$ cat config.mk
export PLATFORM = sky130hd
export DESIGN_NAME = max7219_serial_tx
export DESIGN_NICKNAME = d
export VERILOG_FILES = /design/src/rtl/max7219_serial_tx.sv
export SDC_FILE = /design/constraint.sdc
export NUM_CORES = 1
export LEC_CHECK = 0
export CAP_MARGIN = 20
export CORE_ASPECT_RATIO = 1.4
export CORE_MARGIN = 2
export CORE_UTILIZATION = 52
export DETAILED_ROUTE_END_ITERATION = 6
export HOLD_SLACK_MARGIN = 0.12
export PLACE_DENSITY = 0.76
export SYNTH_ARGS = -nofsm -noshare
export SYNTH_HDL_FRONTEND = slang
export SYNTH_SLANG_ARGS = --single-unit
$ cat constraint.sdc
create_clock -name i_clk -period 2.4 [get_ports i_clk]
set_input_delay 0.36 -clock i_clk [delete_from_list [all_inputs] [get_ports i_clk]]
set_output_delay 0.36 -clock i_clk [all_outputs]
set_load 0.1 [all_outputs]
$ cat src/rtl/max7219_serial_tx.sv
// Serial shifter for a MAX7219-style display controller: one command word per handshake,
// shifted out MSB first on SCK and framed by an active-low LOAD.
module max7219_serial_tx #(
  parameter int CLK_DIV    = 4,
  parameter int WORD_WIDTH = 16
) (
  input  logic                  i_clk,
  input  logic                  i_reset,
  input  logic                  i_en,
  input  logic [WORD_WIDTH-1:0] i_data,
  input  logic                  i_valid,
  output logic                  o_ready,
  output logic                  o_busy,
  output logic                  o_serial_dout,
  output logic                  o_serial_load,
  output logic                  o_serial_clk
);

  localparam int DIV_W = $clog2(CLK_DIV) + 1;
  localparam int BIT_W = $clog2(WORD_WIDTH) + 1;
  localparam logic [DIV_W-1:0] DIV_LAST = DIV_W'(CLK_DIV - 1);
  localparam logic [BIT_W-1:0] BIT_LAST = BIT_W'(WORD_WIDTH - 1);

  typedef enum logic [1:0] {IDLE, SHIFT, LATCH, GAP} state_t;

  state_t                state_reg, state_next;
  logic [DIV_W-1:0]      div_reg, div_next;
  logic [BIT_W-1:0]      bit_reg, bit_next;
  logic [WORD_WIDTH-1:0] shreg_reg, shreg_next;
  logic                  dout_reg, dout_next;
  logic                  load_reg, load_next;
  logic                  sck_reg, sck_next;
  logic                  busy_reg, busy_next;

  assign o_ready       = (state_reg == IDLE) & i_en;
  assign o_busy        = busy_reg;
  assign o_serial_dout = dout_reg;
  assign o_serial_load = load_reg;
  assign o_serial_clk  = sck_reg;

  always_ff @(posedge i_clk or posedge i_reset) begin
    if (i_reset) begin
      state_reg <= IDLE;
      div_reg   <= '0;
      bit_reg   <= '0;
      shreg_reg <= '0;
      dout_reg  <= 1'b0;
      load_reg  <= 1'b1;
      sck_reg   <= 1'b0;
      busy_reg  <= 1'b0;
    end else begin
      state_reg <= state_next;
      div_reg   <= div_next;
      bit_reg   <= bit_next;
      shreg_reg <= shreg_next;
      dout_reg  <= dout_next;
      load_reg  <= load_next;
      sck_reg   <= sck_next;
      busy_reg  <= busy_next;
    end
  end

  // Output registers are loaded with the values of the state being entered,
  // so every serial pin changes exactly on the transition edge.
  always_comb begin
    state_next = state_reg;
    div_next   = div_reg;
    bit_next   = bit_reg;
    shreg_next = shreg_reg;
    dout_next  = dout_reg;
    load_next  = load_reg;
    sck_next   = sck_reg;
    busy_next  = busy_reg;
    case (state_reg)
      IDLE: begin
        if (i_valid && o_ready) begin
          state_next = SHIFT;
          div_next   = '0;
          bit_next   = '0;
          shreg_next = i_data;
          dout_next  = i_data[WORD_WIDTH-1];
          load_next  = 1'b0;
          sck_next   = 1'b0;
          busy_next  = 1'b1;
        end
      end
      SHIFT: begin
        if (div_reg != DIV_LAST) begin
          div_next = div_reg + DIV_W'(1);
        end else begin
          div_next = '0;
          if (!sck_reg) begin
            sck_next = 1'b1;
          end else begin
            sck_next = 1'b0;
            if (bit_reg == BIT_LAST) begin
              state_next = LATCH;
            end else begin
              // Next bit is presented together with the SCK falling edge.
              bit_next   = bit_reg + BIT_W'(1);
              shreg_next = {shreg_reg[WORD_WIDTH-2:0], 1'b0};
              dout_next  = shreg_reg[WORD_WIDTH-2];
            end
          end
        end
      end
      LATCH: begin
        if (div_reg != DIV_LAST) begin
          div_next = div_reg + DIV_W'(1);
        end else begin
          div_next   = '0;
          state_next = GAP;
          load_next  = 1'b1;
          dout_next  = 1'b0;
        end
      end
      GAP: begin
        if (div_reg != DIV_LAST) begin
          div_next = div_reg + DIV_W'(1);
        end else begin
          div_next   = '0;
          state_next = IDLE;
          busy_next  = 1'b0;
        end
      end
      default: begin
        state_next = IDLE;
        load_next  = 1'b1;
        sck_next   = 1'b0;
        dout_next  = 1'b0;
        busy_next  = 1'b0;
      end
    endcase
  end

endmodule

==> results of run 1 <==
[cell usage in the layout (no fill, tap or decap), drive strengths merged]
master / netlist / layout
and3: 1 / 1
a221oi: 1 / 1
dfrtp: 28 / 28
nand3b: 2 / 2
inv: 7 / 7
a21oi: 18 / 18
a41oi: 1 / 1
nor3: 3 / 3
a32oi: 1 / 1
buf: 6 / 8
mux2: 2 / 2
nand2: 5 / 5
a21boi: 1 / 1
o2bb2ai: 1 / 1
and2: 1 / 1
o21a: 1 / 1
mux2i: 16 / 16
clkbuf: 1 / 6
nand2b: 3 / 3
a22oi: 1 / 1
a22o: 2 / 2
nand3: 6 / 6
nor2: 21 / 21
clkdlybuf4s50: 0 / 19
ha: 8 / 8
a31oi: 3 / 3
clkinv: 0 / 2
nor2b: 2 / 2
dfstp: 1 / 1
o21ai: 7 / 7
[per-stage QoR]
step                      utilization (%)  setup slack, ns
after floorplan                         -            0.450
after global placement               63.8            0.336
after detailed placement             63.8            0.250
after CTS                            66.7            0.237
after global routing                 66.7            0.114
final                                66.7            0.255
[kinds of logic after synthesis]
| group | after synthesis |
|---|---|
| and+or+nand+nor | 44 |
| adders and majority gates | 8 |
| AOI/OAI and AO/OA | 37 |
| muxes | 18 |
| buffers and inverters | 14 |
| DFF | 29 |
[critical path: cells and delay by family (launching register included)]
family	cells	cell delay, ns
AND/OR/NAND/NOR	3	0.48
adder cells (fa/ha/maj)	2	0.41
flip-flops	1	0.41
AO/OA/AOI/OAI	1	0.30
buffers and inverters	1	0.23
multiplexers	1	0.21
[final timing paths]
kind	to	slack (ns)	cells past startpoint
setup / recovery	bit_reg[3]	0.26	8
hold / removal	shreg_reg[13]	0.34	2
setup reg to reg	bit_reg[3]	0.26	8
hold reg to reg	bit_reg[0]	0.52	1
max in group asynchronous	o_serial_load	1.42	3
min in group i_clk	bit_reg[0]	0.52	1
[metal layers]
layer	up-vias	wire length, µm	global-route usage (%)
met2	31	1560	35.8
met4	0	95	11.8
met5	-	0	0
li1	583	-	-
met1	555	1100	18.4
met3	12	115	4.80
[power breakdown]
group	switching, µW	total [µW]	internal [µW]
Sequential	4.23	501	497
Combinational	29.2	66.3	37.0
Clock	178	378	200
Total	211	945	734
[layout make-up]
cell class	instances	area share (%)
timing repair buffer	27	14.5
inverter	7	1.38
clock inverter	2	0.527
tap	37	2.44
clock buffer	6	3.82
multi-input combinational	107	39.1
sequential	29	38.3
==> out/qor.yml, run 1 <==
critical_path:
  worstSetupStartpointType: "register"
  slowest_stage: "dfrtp_1"
  crit_type: "register to register"
  crit_top_cell: "ha_1"
  arrival_ns: 2.30
  path_cells: "ha_1, and3_1, ha_1, nand3b_1, a221oi_4, buf_12, mux2i_1, nand2_1"
  critical_path_required_ns: 2.56
  crit_path_end_kind: "register"
  path_max_fanout: 38
  cp_slowest_stage_delay_ns: 0.41
  crit_start: "bit_reg[0]"
  r2r-start: "bit_reg[0]"
yosys:
  avgSynthCellArea_um2: 10.2
  ys_top_cells_by_area: "dfrtp_1, mux2i_1, ha_1"
  synthSimpleGateAreaFrac_pct: 13.3
  muxShareOfSynthArea_pct: 11.9
  ys_seq_area_share_pct: 47.4
  synth_xor_area_share_pct: 0
  async_reset_ff_share_pct: 100
  synth_top_family_by_area: "compound AO/OA/AOI/OAI gates"
  synth_edf_count: 0
  synth_compound_area_share_pct: 15.9
  ys_types: 33
  yosys_most_used_dff: "dfrtp_1"
  ys_top_cells_by_count: "dfrtp_1, nor2_1, a21oi_1, mux2i_1, ha_1"
  syn_area_mm2: 0.00154
  syn_inst: 150
  synth_fp_nets: 178
  synth_top_area_cell: "dfrtp_1"
  ys_ff_latch: 29
  synthAdderAreaFrac_pct: 6.52
  yosysMostFrequentCell: "dfrtp_1"
  synth_warnings: 0
  yosysTopAreaCellShare_pct: 45.6
timing:
  fin_skew_ns: 0.00874
  hold-worst-slack_ns: 0.338
  rsz0062_at_grt: "false"
  fmax_mhz: 466
  timing.final.crit_share_pct: 89.4
  finalMaxSlewViolations: 0
  fin_tns_setup_ns: 0
  layout_min_cycle_time_ns: 2.14
  maxSlewHeadroom_pct: 73.6
  hold_viol: 0
  tightest_slew_ns: 0.396
  setup_viol: 0
drt:
  via_per_inst: 5.49
  final_antenna_net_count: 0
  totalWireLength_um: 2870
  wl_per_cell_um: 13.4
  drc_errors: 0
  vias: 1181
  drt-pass1-iter-count: 4
  drt_iter0_drc: 31
min_path:
  hold_class: "input pin to asynchronous set/reset pin"
place:
  post_dp_cell_area_mm2: 0.00182
  io_buffers: 24
  place_congestion: 0.839
  dpl.hpwl_um: 2210
  dp_cells: 207
clock_network:
  postCtsResizedCells: 0
  cts_tree: "yes"
  clk_path_buf_depth: 2
  clkLatencyLatePin_ns: 0.28
  cts-root-buf: "clkbuf_8"
  cts-htree-levels: 2
  cts_sinks: 29
  cts_buffers: 5
  cts_setup_buffers: 0
  ctsHoldBuffers: 0
  clk_pin_slew_ns: 0.07
cells_and_area:
  multi_input_area_um2: 742
  final_area_mm2: 0.00190
  nets: 205
  synthToLayoutAreaGrowth_pct: 23.7
  nFillCells: 224
  largest_reg_flops: 15
  antenna_cells: 0
  register_area_um2: 727
  drive_above_1_share_pct: 12.9
  stdcell_count: 215
floorplanning:
  ios: 25
  initial_core_util_pct: 53.9
  dieArea_mm2: 0.00341
  coreArea_mm2: 0.00285
  die_w_um: 49.9
  rows: 23
  die_y_um: 68.3
pwr:
  p_leak_uw: 0.000906
  power.total_uw: 945
  power.density_mw_per_mm2: 498
  ir_worst_vdd_uv: 458
global_routing:
  antenna_found_initial: 0
  grt_pass1_vias: 1154
  gr-total-overflow: 0
  grt_max_degree: 39
  grt_pass1_wl_um: 4790
  grt_use_total_pct: 19.0
flow_run:
  cap_violations: 0
outcome:
  status: "completed"
(Power assumes the default switching activity.)
==> run 2: changes to the inputs <==
CORE_MARGIN = default   (was 2)
==> run 2 against run 1 <==
Hold slack gained 0.12 ns. Sequential power is essentially flat. Power grew 6.0%. Register-to-register slack gained 0.02 ns. First-iteration DRC count grew 19%. Highest routed layer unchanged. Maximum frequency grew 1.0%. Die area shrank 6.8%. Non-clock buffer count grew 2.
==> out/qor.yml, run 2 (synthesis gave the netlist of run 1 again) <==
cells_and_area:
  nets: 207
  drive_above_1_share_pct: 14.4
  stdcell_count: 217
  antenna_cells: 0
  synthToLayoutAreaGrowth_pct: 25.1
  final_cell_mix: "dfrtp_1, nor2_1, clkdlybuf4s50_1"
  final_area_mm2: 0.00192
  final_common_cell: "dfrtp_1"
  largest_reg_flops: 15
critical_path:
  critical_path_required_ns: 2.59
  crit_top_cell: "ha_1"
  crit_buf_inv: 1
  path_max_fanout: 29
  reg2reg_depth: 8
  cp_slowest_stage_delay_ns: 0.40
  r2r_slack_ns: 0.28
  path_cells: "ha_1, and3_1, ha_1, nand3b_1, a221oi_4, buf_4, nor2_1, a21oi_1"
  worstSetupStartpointType: "register"
  crit_path_end_kind: "register"
  arrival_ns: 2.31
  r2r_end: "shreg_reg[2]"
  slowest_stage: "dfrtp_1"
  crit_type: "register to register"
  r2r-start: "bit_reg[0]"
  cp_top_family: "simple AND/OR/NAND/NOR gates"
outcome:
  status: "completed"
clock_network:
  cts_buffers: 5
  clk_pin_slew_ns: 0.06
  ctsHoldBuffers: 0
  cts-root-buf: "clkbuf_8"
  cts_setup_buffers: 0
  postCtsResizedCells: 0
  cts_tree: "yes"
  clkLatencyLatePin_ns: 0.27
  cts-htree-levels: 2
  cts_sinks: 29
  clk_path_buf_depth: 2
min_path:
  hold_class: "input pin to asynchronous set/reset pin"
floorplanning:
  die_w_um: 47.9
  ios: 25
  coreArea_mm2: 0.00285
  rows: 23
  die_y_um: 66.3
  initial_core_util_pct: 53.9
  dieArea_mm2: 0.00318
place:
  post_dp_cell_area_mm2: 0.00182
  dpl.hpwl_um: 2120
  dp_cells: 209
  place_congestion: 0.809
  io_buffers: 24
pwr:
  power.total_uw: 1000
  p_leak_uw: 0.000923
  power.density_mw_per_mm2: 522
  ir_worst_vdd_uv: 353
drt:
  drc_errors: 0
  drt-pass1-iter-count: 4
  totalWireLength_um: 2970
  via_per_inst: 5.56
  final_antenna_net_count: 0
  wl_per_cell_um: 13.7
  drt_iter0_drc: 37
  vias: 1207
timing:
  maxSlewHeadroom_pct: 76.2
  rsz0062_at_grt: "false"
  fin_tns_setup_ns: 0
  layout_min_cycle_time_ns: 2.12
  fin_skew_ns: 0.00399
  hold_viol: 0
  fmax_mhz: 471
  timing.final.crit_share_pct: 88.5
  tightest_slew_ns: 0.353
  setup_viol: 0
  finalMaxSlewViolations: 0
global_routing:
  grt_max_degree: 30
  gr-total-overflow: 0
  antenna_found_initial: 0
  grt_use_total_pct: 21.9
  grt_pass1_vias: 1217
  grt_pass1_wl_um: 4900
flow_run:
  cap_violations: 0
run 2: worst max path at each step:
stage                 start  depth (start not counted)             to  slack (ns)
2_1_floorplan  o_serial_clk                          5     bit_reg[3]        0.45
3_3_place_gp     bit_reg[0]                          8   shreg_reg[3]        0.41
3_5_place_dp     bit_reg[0]                          8   shreg_reg[7]        0.31
4_1_cts          bit_reg[0]                          8   shreg_reg[2]        0.26
5_1_grt          bit_reg[0]                          8  shreg_reg[12]         0.1
6_report         bit_reg[0]                          8   shreg_reg[2]        0.28
run 2: where the power goes:
group | leakage, µW | internal (µW) | switching, µW | total (µW)
registers | 0.000350 | 497 | 4.33 | 501
clock network | 0.0000542 | 259 | 176 | 434
logic | 0.000518 | 37.1 | 30.0 | 67.1
total | 0.000923 | 793 | 210 | 1000
run 2: per-layer routing:
| layer | global-route usage [%] | routed length, µm | up-vias | part of all wire [%] |
|---|---|---|---|---|
| met3 | 4.92 | 86 | 4 | 2.9 |
| met1 | 23.7 | 1250 | 591 | 42 |
| met2 | 38.0 | 1600 | 28 | 54 |
| met5 | 0 | 0 | - | 0 |
| met4 | 10.4 | 38 | 0 | 1.3 |
| li1 | - | - | 584 | - |
run 2: area by class of cell:
cell class	count	area (µm²)
clock buffer	7	96.3
clock inverter	1	5.00
fill	224	928
inverter	7	26.3
multi-input combinational	107	742
sequential	29	727
tap	37	46.3
timing repair buffer	29	278
run 2: per-stage QoR:
stage / hold slack, ns / worst slack [ns] / util, %
floorplan: 0.437 / 0.450 / -
global placement: 0.484 / 0.409 / 63.9
detailed placement: 0.502 / 0.308 / 63.9
CTS: 0.469 / 0.258 / 67.4
global route: 0.490 / 0.0953 / 67.4
finish: 0.457 / 0.277 / 67.4
run 2: worst register-to-register path: cells and delay by family (launching register included):
family / cells / cell delay [ns]
AOI/OAI and AO/OA: 2 / 0.41
DFF: 1 / 0.40
adders and majority gates: 2 / 0.41
buffers and inverters: 1 / 0.33
and+or+nand+nor: 3 / 0.49
==> run 3: changes to the inputs <==
==> constraint.sdc (replaced) <==
create_clock -name i_clk -period 2.12 [get_ports i_clk]
set_input_delay 0.424 -clock i_clk [delete_from_list [all_inputs] [get_ports i_clk]]
set_output_delay 0.424 -clock i_clk [all_outputs]
set_load 0.1 [all_outputs]
==> run 3 against run 2 <==
Cell count rose by 1.8%. Critical endpoint is now bit_reg[3]. Sequential cell count did not move. Maximum frequency rose by 2.7%. Cell area rose by 4.8%. Sequential share of layout area fell by 1.7 points. Hold slack got worse by 0.078 ns. Highest routed layer unchanged.
==> out/qor.yml, run 3 (synthesis gave the netlist of run 1 again) <==
critical_path:
  worstSetupStartpointType: "register"
  arrival_ns: 2.24
  critical_path_required_ns: 2.29
  crit_type: "register to register"
  path_max_fanout: 5
  crit_path_end_kind: "register"
pwr:
  clockPowerShare_pct: 47.5
  power.density_mw_per_mm2: 609
  ir_worst_vdd_uv: 439
  power_frac_comb_pct: 6.2
  power.total_uw: 1230
  p_leak_uw: 0.000952
  p_seq_share_pct: 46.3
  switching_share_pct: 19.4
  p_int_uw: 988
  switchingPower_uw: 238
timing:
  layout_min_cycle_time_ns: 2.07
  fin_skew_ns: 0.00487
  finalMaxSlewViolations: 0
  hold-worst-slack_ns: 0.379
  maxSlewHeadroom_pct: 74.7
  fmax_mhz: 484
  tightest_slew_ns: 0.376
  setup_slack_ns: 0.0523
  fin_tns_setup_ns: 0
  rsz0062_at_grt: "true"
  setup_viol: 0
  timing.final.crit_share_pct: 97.5
  hold_viol: 0
drt:
  via_per_inst: 5.57
  drc_errors: 0
  drt-pass1-iter-count: 4
  vias: 1231
  final_antenna_net_count: 0
  wl_per_cell_um: 13.6
  totalWireLength_um: 3010
  drt_iter0_drc: 23
min_path:
  hold_class: "input pin to asynchronous set/reset pin"
global_routing:
  grt_use_total_pct: 22.0
  antenna_found_initial: 0
  grt_pass1_wl_um: 4810
  grt_max_degree: 30
  gr-total-overflow: 0
  grt_pass1_vias: 1182
clock_network:
  cts_sinks: 29
  cts_tree: "yes"
  cts_buffers: 5
  cts-htree-levels: 2
  clk_pin_slew_ns: 0.06
  clkLatencyLatePin_ns: 0.28
  clk_path_buf_depth: 2
  cts-root-buf: "clkbuf_8"
floorplanning:
  initial_core_util_pct: 53.9
  ios: 25
  die_y_um: 66.3
  die_w_um: 47.9
  rows: 23
  dieArea_mm2: 0.00318
  coreArea_mm2: 0.00285
cells_and_area:
  nFillCells: 208
  final_common_cell: "dfrtp_1"
  synthToLayoutAreaGrowth_pct: 31.1
  nets: 211
  antenna_cells: 0
  post-route-util_pct: 70.7
  largest_reg_flops: 15
  drive_above_1_share_pct: 19.6
  final_cell_mix: "dfrtp_1, clkdlybuf4s50_1, nor2_1"
outcome:
  status: "completed"
place:
  io_buffers: 24
  dp_slack_ns: 0.0132
  dpl.hpwl_um: 2130
  place_congestion: 0.792
flow_run:
  cap_violations: 0
-- run 3: what timing repair did --
item / 4_1_cts / 5_1_grt
cloned: 0 / 1
setup buffers: 0 / 3
hold buffers: 0 / 0
setup endpoints to repair: 1 / 19
pin swaps: 0 / 4
resized for setup: 1 / 12
-- run 3: power groups by stage --
stage          logic [µW]  clock network (µW)  registers, µW
5_1_grt              83.5                 619            569
2_1_floorplan        23.1                   0            583
4_1_cts              76.4                 590            567
3_5_place_dp         75.8                   0            577
6_report             75.7                 582            568
3_3_place_gp         74.6                   0            577
-- run 3: path summary, 6_finish.rpt --
kind	start	endpoint	slack (ns)	cells after the start
max	bit_reg[1]	bit_reg[3]	0.05	8
min	i_reset	o_busy	0.38	2
max reg2reg	bit_reg[1]	bit_reg[3]	0.05	8
min reg2reg	o_serial_load	o_serial_load	0.51	2
max in group asynchronous	i_reset	bit_reg[2]	1.16	3
min in group i_clk	o_serial_load	o_serial_load	0.51	2
-- run 3: layout make-up --
cell class                 count  area, µm²  area share, %
clock buffer                   7       86.3           4.29
timing repair buffer          33        322           16.0
sequential                    29        727           36.1
tap                           37       46.3           2.30
clock inverter                 1       30.0           1.49
multi-input combinational    107        776           38.5
inverter                       7       26.3           1.31
-- run 3: through the flow --
step / area (µm²) / instances
detailed placement: 1820 / 209
global placement: 1820 / 209
CTS: 1940 / 217
floorplan: 1540 / 150
global route: 2010 / 221
finish: 2010 / 221
-- run 3: layer usage --
metal,track usage (%),routed length (µm),share of wire (%)
met5,0,0,0
met2,34.5,1600,53
met3,5.74,122,4.1
met1,25.6,1210,40
met4,13.2,78,2.6
-- run 3: worst max-delay path: stages (launching register included) --
cell	delay (ns)
dfrtp_1	0.40
ha_2	0.20
and3_4	0.18
ha_4	0.15
nand3b_1	0.22
a221oi_4	0.39
buf_6	0.17
mux2i_1	0.18
nand2_1	0.07
